==> src/rtl/adder_ahead_seq_pkg.sv <==
// Shared definitions for the sequenced lookahead adder: FSM encoding and
// the chunk-index width helper.
package adder_ahead_seq_pkg;

    localparam logic [1:0] S_IDLE = 2'd0;
    localparam logic [1:0] S_RUN  = 2'd1;
    localparam logic [1:0] S_DONE = 2'd2;

    // A single-chunk configuration still needs a 1-bit index register.
    function automatic int idx_width(input int nchunk);
        return (nchunk <= 1) ? 1 : $clog2(nchunk);
    endfunction

endpackage

==> src/rtl/adder_ahead_chunk.sv <==
// CHUNK-bit combinational lookahead slice built from per-bit generate and
// propagate cells; also exposes the carry into its MSB for overflow detection.
module adder_ahead_chunk
    import adder_ahead_seq_pkg::*;
#(
    parameter int CHUNK = 4
) (
    input  logic [CHUNK-1:0] a_i,
    input  logic [CHUNK-1:0] b_i,
    input  logic             cin_i,
    output logic [CHUNK-1:0] sum_o,
    output logic             cout_o,
    output logic             cmsb_o
);

    logic [CHUNK-1:0] gen;
    logic [CHUNK-1:0] prop;
    logic             carry;

    assign gen  = a_i & b_i;
    assign prop = a_i | b_i;

    // A scalar running carry keeps the chain free of self-referencing vectors.
    always_comb begin
        sum_o  = '0;
        cmsb_o = 1'b0;
        carry  = cin_i;
        for (int i = 0; i < CHUNK; i++) begin
            sum_o[i] = a_i[i] ^ b_i[i] ^ carry;
            if (i == CHUNK - 1) cmsb_o = carry;
            carry = gen[i] | (prop[i] & carry);
        end
        cout_o = carry;
    end

endmodule

==> src/rtl/adder_ahead_seq.sv <==
// Multi-cycle WIDTH-bit adder that walks one CHUNK-bit lookahead slice across
// the held operands, with valid/ready handshakes on both sides.
//
// state | meaning
// IDLE  | ready for a request; result registers hold the last answer
// RUN   | adding chunk idx_q each cycle, inter-chunk carry in carry_q
// DONE  | result valid, held until the consumer takes it
module adder_ahead_seq
    import adder_ahead_seq_pkg::*;
#(
    parameter int WIDTH = 32,
    parameter int CHUNK = 4
) (
    input  logic             clk_i,
    input  logic             rst_i,
    input  logic             valid_i,
    output logic             ready_o,
    input  logic [WIDTH-1:0] a_i,
    input  logic [WIDTH-1:0] b_i,
    input  logic             cin_i,
    output logic             valid_o,
    input  logic             ready_i,
    output logic [WIDTH-1:0] sum_o,
    output logic             cout_o,
    output logic             ovf_o,
    output logic             busy_o
);

    localparam int NCHUNK = WIDTH / CHUNK;
    localparam int IW     = idx_width(NCHUNK);
    localparam logic [IW-1:0] LAST_IDX = IW'(NCHUNK - 1);

    if ((WIDTH % CHUNK) != 0 || CHUNK > WIDTH) begin : g_bad_params
        $error("adder_ahead_seq: WIDTH must be a positive multiple of CHUNK");
    end

    logic [1:0]       state_q, state_d;
    logic [IW-1:0]    idx_q, idx_d;
    logic             carry_q, carry_d;
    logic [WIDTH-1:0] a_q, a_d;
    logic [WIDTH-1:0] b_q, b_d;
    logic [WIDTH-1:0] sum_q, sum_d;
    logic             cout_q, cout_d;
    logic             ovf_q, ovf_d;
    logic             valid_q, valid_d;

    logic [CHUNK-1:0] slice_a;
    logic [CHUNK-1:0] slice_b;
    logic [CHUNK-1:0] slice_sum;
    logic             slice_cout;
    logic             slice_cmsb;

    assign slice_a = a_q[idx_q*CHUNK +: CHUNK];
    assign slice_b = b_q[idx_q*CHUNK +: CHUNK];

    adder_ahead_chunk #(
        .CHUNK (CHUNK)
    ) u_chunk (
        .a_i    (slice_a),
        .b_i    (slice_b),
        .cin_i  (carry_q),
        .sum_o  (slice_sum),
        .cout_o (slice_cout),
        .cmsb_o (slice_cmsb)
    );

    always_comb begin
        state_d = state_q;
        idx_d   = idx_q;
        carry_d = carry_q;
        a_d     = a_q;
        b_d     = b_q;
        sum_d   = sum_q;
        cout_d  = cout_q;
        ovf_d   = ovf_q;
        valid_d = valid_q;
        case (state_q)
            S_IDLE: begin
                if (valid_i) begin
                    a_d     = a_i;
                    b_d     = b_i;
                    carry_d = cin_i;
                    sum_d   = '0;
                    idx_d   = '0;
                    state_d = S_RUN;
                end
            end
            S_RUN: begin
                sum_d[idx_q*CHUNK +: CHUNK] = slice_sum;
                carry_d = slice_cout;
                if (idx_q == LAST_IDX) begin
                    // Carry into the top chunk's MSB is the carry into bit WIDTH-1.
                    idx_d   = '0;
                    cout_d  = slice_cout;
                    ovf_d   = slice_cmsb ^ slice_cout;
                    valid_d = 1'b1;
                    state_d = S_DONE;
                end else begin
                    idx_d = idx_q + IW'(1);
                end
            end
            S_DONE: begin
                if (ready_i) begin
                    valid_d = 1'b0;
                    state_d = S_IDLE;
                end
            end
            default: begin
                state_d = S_IDLE;
                idx_d   = '0;
                valid_d = 1'b0;
            end
        endcase
    end

    always_ff @(posedge clk_i) begin
        if (rst_i) begin
            state_q <= S_IDLE;
            idx_q   <= '0;
            carry_q <= 1'b0;
            a_q     <= '0;
            b_q     <= '0;
            sum_q   <= '0;
            cout_q  <= 1'b0;
            ovf_q   <= 1'b0;
            valid_q <= 1'b0;
        end else begin
            state_q <= state_d;
            idx_q   <= idx_d;
            carry_q <= carry_d;
            a_q     <= a_d;
            b_q     <= b_d;
            sum_q   <= sum_d;
            cout_q  <= cout_d;
            ovf_q   <= ovf_d;
            valid_q <= valid_d;
        end
    end

    assign ready_o = (state_q == S_IDLE);
    assign busy_o  = (state_q == S_RUN) || (state_q == S_DONE);
    assign valid_o = valid_q;
    assign sum_o   = sum_q;
    assign cout_o  = cout_q;
    assign ovf_o   = ovf_q;

endmodule
==> config.mk <==
export PLATFORM = sky130hd
export DESIGN_NAME = adder_ahead_seq
export DESIGN_NICKNAME = d
export VERILOG_FILES = /design/src/rtl/adder_ahead_seq_pkg.sv /design/src/rtl/adder_ahead_chunk.sv /design/src/rtl/adder_ahead_seq.sv
export SDC_FILE = /design/constraint.sdc
export NUM_CORES = 1
export LEC_CHECK = 0
export BUFFER_PORTS_ARGS = -buffer_cell sky130_fd_sc_hd__buf_2
export CAP_MARGIN = 15
export CORE_MARGIN = 4
export CORE_UTILIZATION = 30
export CTS_BUF_LIST = sky130_fd_sc_hd__clkbuf_16
export DETAILED_ROUTE_END_ITERATION = 8
export GPL_TIMING_DRIVEN = 0
export MAX_ROUTING_LAYER = met4
export PLACE_DENSITY_LB_ADDON = 0.3
export SLEW_MARGIN = 20
export SYNTH_ARGS = -nofsm -noshare
export SYNTH_HDL_FRONTEND = slang
export SYNTH_HIERARCHICAL = 1
export SYNTH_SLANG_ARGS = --single-unit
==> constraint.sdc <==
create_clock -name clk_i -period 5.08 [get_ports clk_i]
set_clock_uncertainty 0.1 [all_clocks]
set_input_delay 1.016 -clock clk_i [delete_from_list [all_inputs] [get_ports clk_i]]
set_output_delay 1.016 -clock clk_i [all_outputs]
set_load 0.005 [all_outputs]
==> metrics.cfg, run 1 <==
[layout]
area_growth_pct=23.1
layout-drive-gt1-share_pct=22.1
stdcell_count=830
layout.nets=725
fillers=1542
design_area_sq_um=5650
antenna_cells=0

[die]
dieArea_sq_um=17300
die_h_um=132
core-area_sq_um=14800
die_w_um=132
rows=44
io-pin-count=106
start_util_pct=31.1

[run]
drv_cap=0

[route]
firstDrtPassIters=4
drc=0
viasPerCell=4.91
ant_nets=0
wl_mm=12.8
first_iter_violations=242
wl_per_cell_um=15.4
num_vias=4073

[power]
swShare_pct=28.0
p_int_mw=1.45
p_seq_share_pct=44.9
finalPower_mw=2.02
p_per_area_nw_per_um2=358
switchingPower_mw=0.567
clkPwrFrac_pct=36.0
p_leak_nw=2.29
irDropWorstVdd_mv=0.176
combPwrFrac_pct=19.1

[placement]
postPlaceCellArea_sq_um=5340
gp_congestion=0.800
portBuffers=104
place_inst=815
place_ws_ns=0.670
dp_hpwl_mm=10.0

[cts]
cts_buffers=9
cts_sinks=105
post_cts_buffers=0
clkTransAtPathRegs_ns=0.07
cts-resized-gates=0
postCtsHoldBufs=0
clock_path_buffers=2
clk_latency_ns=0.35
htreeDepth=3
cts_tree=done
root_buffer=clkbuf_16

[setup_path]
critPathMaxStageDelay_ns=0.59
path_class=reg -> reg
worstPathCellList=clkbuf_1 > buf_2 > mux4_2 > nand2_1 > nand2_1 > inv_1 > fa_1 > fa_1 > inv_1 > fa_1 > fa_1 > nand2b_1 > or4_1 > o21ai_0
start_kind=flip-flop
worstPathMaxFanout=10
cpMostUsedCell=fa_1
arrival_ns=4.56
r2r_cells=14
slowest_stage=clkbuf_1
critPathCaptureType=flip-flop
required_ns=5.25

[synthesis]
syn_nets=610
ys_types=40
syn-cell-area_sq_um=4590
syn_inst=527
synth.most_common_cell=nand2_1
synth_seq_area_share_pct=45.8
synth_top_area_cell=dfxtp_1
avgSynthCellArea_sq_um=8.71
synth.ff_latch_count=105
synthTopCellsByCount=nand2_1 (160), dfxtp_1 (105), a21oi_1 (71)
ys.flop_type=dfxtp_1
synth_edf_count=0
ys_warn_count=6
synth.area.top_cells=dfxtp_1 (46%), nand2_1 (13%), mux4_2 (7.9%)
synth_top_cell_area_share_pct=45.8
async_reset_ff_share_pct=0

[min_path]
min_path_cells=2
hold_class=reg -> reg

[global_route]
grt_remaining_overflow=0
grt_use_total_pct=15.1
grt_max_degree=17
grt_pass1_vias=4225
grt_pass1_wl_mm=20.7
antenna_found_initial=0

[timing]
hold_viol=0
rsz0062_at_grt=false
min_period_ns=4.39
fin_ws_ns=0.691
finalSetupTns_ns=0
setup_viol=0
worstMarginPinSlew_ns=0.739
relSlewSlack_pct=50.7
timing.final.crit_share_pct=86.4
max_freq_ghz=0.228
final_max_slew_viol_count=0

[outcome]
status=complete, no violations

[cell type report]
cell class                 count  area (sq um)  area share [%]
sequential                   105          2100            37.2
timing repair buffer         104           520            9.22
buffer                        36           149            2.64
inverter                      14          52.6           0.930
multi-input combinational    372          2280            40.5
clock buffer                   9           225            3.99
clock inverter                 6          83.8            1.48
tap                          184           230            4.08
[cells in the final DEF (no fill, tap or decap), types with 2 or more instances in the layout]
cell type	netlist	layout
fa_1	4	4
inv_1	13	14
buf_2	5	109
or3_1	3	3
nand3_1	18	18
or4_1	2	2
mux4_2	16	16
nand4b_1	4	4
o21ai_0	14	14
a22o_1	4	4
nor3_1	6	6
nor2_1	10	10
nand2_1	160	160
clkbuf_16	0	9
nand4_1	3	3
nand3b_1	2	2
a32o_1	14	14
ha_1	10	10
dfxtp_1	105	105
a21oi_1	71	71
o31ai_1	3	3
clkbuf_1	17	17
nor2b_1	7	7
clkinv_1	1	2
buf_1	13	13
nand2b_1	6	6
mux2i_1	2	2
bufinv_16	0	2
[routing by layer]
layer / track usage, % / vias up / routed length [um]
met5: - / - / 0
met4: 3.44 / 0 / 123
met3: 3.44 / 11 / 627
met2: 25.2 / 101 / 6180
met1: 18.8 / 1913 / 5860
li1: - / 2048 / -
[logic make-up (layout without fill, tap and decap cells)]
| logic type | count (synthesis) | count (layout) | synth area share [%] |
|---|---|---|---|
| buf+inv | 50 | 169 | 4.39 |
| fa+ha+maj | 14 | 14 | 4.47 |
| flops | 105 | 105 | 45.8 |
| mux | 19 | 19 | 8.62 |
| compound gates | 111 | 111 | 14.5 |
| simple gates | 227 | 227 | 22.1 |
| xor+xnor | 1 | 1 | 0.191 |
[power groups by stage]
stage                     Combinational [mW]  Sequential (mW)  Clock, mW
after floorplan                        0.265            0.918          0
after global placement                 0.382            0.925          0
after detailed placement               0.388            0.928          0
after CTS                              0.391            0.908      0.741
after global routing                   0.435            0.915      0.778
final                                  0.386            0.908      0.727
[path summary, 6_finish.rpt]
path | startpoint | to | slack (ns)
max | idx_q[1] | sum_o[31] | 0.69
min | cout_o | cout_o | 0.35
max reg2reg | idx_q[1] | sum_o[31] | 0.69
min reg2reg | cout_o | cout_o | 0.35
[registers in the layout (all words and copies together), names as in the netlist]
signal and flops:
valid_o 1, state_q 2, b_q 32, cout_o 1
sum_o 32, ovf_o 1, idx_q 3, a_q 32
carry_q 1
[per-stage QoR]
stage	hold slack (ns)	util (%)
after floorplan	0.333	-
after global placement	0.340	36.2
after detailed placement	0.348	36.2
after CTS	0.357	38.3
after global routing	0.373	38.3
final	0.354	38.3
[worst max-delay path, delay by kind of cell, from the launching register on]
kind / cells / cell delay (ns)
fa+ha+maj: 4 / 1.34
buf+inv: 4 / 1.13
simple gates: 4 / 0.78
flops: 1 / 0.39
mux: 1 / 0.38
compound gates: 1 / 0.18
No activity file was read; power rests on OpenSTA's default activity.
==> inputs of run 2 (changes only) <==
--- a/config.mk
+++ b/config.mk
@@ -13,7 +13,7 @@
 export DETAILED_ROUTE_END_ITERATION = 8
 export GPL_TIMING_DRIVEN = 0
 export MAX_ROUTING_LAYER = met4
-export PLACE_DENSITY_LB_ADDON = 0.3
+export PLACE_DENSITY = 0.61
 export SLEW_MARGIN = 20
 export SYNTH_ARGS = -nofsm -noshare
 export SYNTH_HDL_FRONTEND = slang
==> metrics.cfg, run 2 (same netlist as run 1, synthesis figures left out) <==
[cts]
cts_buffers=9
cts_tree=done
post_cts_buffers=0
clock_path_buffers=2
htreeDepth=3
clk_latency_ns=0.35
cts-resized-gates=0
postCtsHoldBufs=0
clkTransAtPathRegs_ns=0.07
root_buffer=clkbuf_16
cts_sinks=105

[power]
clkPwrFrac_pct=32.3
p_per_area_nw_per_um2=342
p_seq_share_pct=47.5
p_leak_nw=2.27
irDropWorstVdd_mv=0.176
combPwrFrac_pct=20.2
finalPower_mw=1.91
switchingPower_mw=0.564
swShare_pct=29.5
p_int_mw=1.35

[global_route]
grt_max_degree=16
grt_use_total_pct=15.0
antenna_found_initial=0
grt_remaining_overflow=0
grt_pass1_wl_mm=20.2
grt_pass1_vias=3904

[layout]
antenna_cells=0
design_area_sq_um=5590
layout.nets=725
layout_common_cells=nand2_1 (160), buf_2 (109), dfxtp_1 (105)
final_core_util_pct=37.9
final_common_cell=nand2_1
stdcell_count=830
layout-drive-gt1-share_pct=21.8
area_growth_pct=21.9

[setup_path]
cpMostUsedCell=fa_1
arrival_ns=4.49
critPathCaptureType=flip-flop
crit_family=adder cells
required_ns=5.26
start_kind=flip-flop
worstPathCellList=clkbuf_1 > buf_2 > mux4_2 > nand2_1 > nand2_1 > inv_1 > fa_1 > fa_1 > inv_1 > fa_1 > fa_1 > nand2b_1 > or4_1 > o21ai_0
worstPathMaxFanout=10
slowest_stage=fa_1
path_class=reg -> reg
critPathMaxStageDelay_ns=0.62
cp.buffers_inverters=4

[die]
io-pin-count=106
die_w_um=132
die_h_um=132
core-area_sq_um=14800
rows=44
start_util_pct=31.1
dieArea_sq_um=17300

[route]
viasPerCell=4.89
ant_nets=0
num_vias=4055
drc=0
wl_mm=12.7
firstDrtPassIters=4
first_iter_violations=203
wl_per_cell_um=15.3

[timing]
hold_viol=0
max_freq_ghz=0.232
final_max_slew_viol_count=0
timing.final.crit_share_pct=85.0
holdWs_ns=0.354
worstMarginPinSlew_ns=0.722
rsz0062_at_grt=false
setup_viol=0
fin_ws_ns=0.764
min_period_ns=4.32
relSlewSlack_pct=51.9
finalSetupTns_ns=0

[placement]
place_ws_ns=0.749
place_inst=815
postPlaceCellArea_sq_um=5340
gp_congestion=0.833
portBuffers=104
dp_hpwl_mm=9.60

[outcome]
status=complete, no violations

[min_path]
hold_class=reg -> reg

[run]
drv_cap=0

## run 2: cell types whose count changed in the layout (fill, tap and decap cells not counted)
cell / previous run / this run
clkinv_2: 0 / 1
bufinv_16: 2 / 0
inv_6: 1 / 0
clkinv_1: 2 / 4
## run 2: final timing paths
path         startpoint   endpoint  slack [ns]  cells after the start
max            idx_q[1]  sum_o[15]        0.76                     14
min             a_q[30]    a_q[30]        0.35                      2
max reg2reg    idx_q[1]  sum_o[15]        0.76                     14
min reg2reg     a_q[30]    a_q[30]        0.35                      2
## run 2: worst min-delay path: stages, from the launching register on
cell and delay [ns]:
dfxtp_1 0.31, nand2_1 0.05, a21oi_1 0.05
## run 2: metal layers
metal,global-route usage [%],routed length [um],vias up,share of wire [%]
li1,-,-,2044,-
met3,3.48,681,15,5.4
met5,-,0,-,0
met1,20.0,5930,1882,47
met2,22.8,5870,114,46
met4,4.67,201,0,1.6
## run 2: cell type report
| cell class | count | area [sq um] |
|---|---|---|
| tap | 184 | 230 |
| timing repair buffer | 104 | 520 |
| inverter | 14 | 52.6 |
| multi-input combinational | 372 | 2280 |
| fill | 1611 | 9160 |
| buffer | 36 | 149 |
| clock buffer | 9 | 225 |
| clock inverter | 6 | 27.5 |
| sequential | 105 | 2100 |
## run 2: power by group through the flow
stage	combinational, mW	sequential (mW)	clock (mW)
CTS	0.392	0.909	0.628
floorplan	0.265	0.918	0
detailed placement	0.390	0.927	0
finish	0.387	0.909	0.617
global route	0.434	0.915	0.667
global placement	0.389	0.926	0
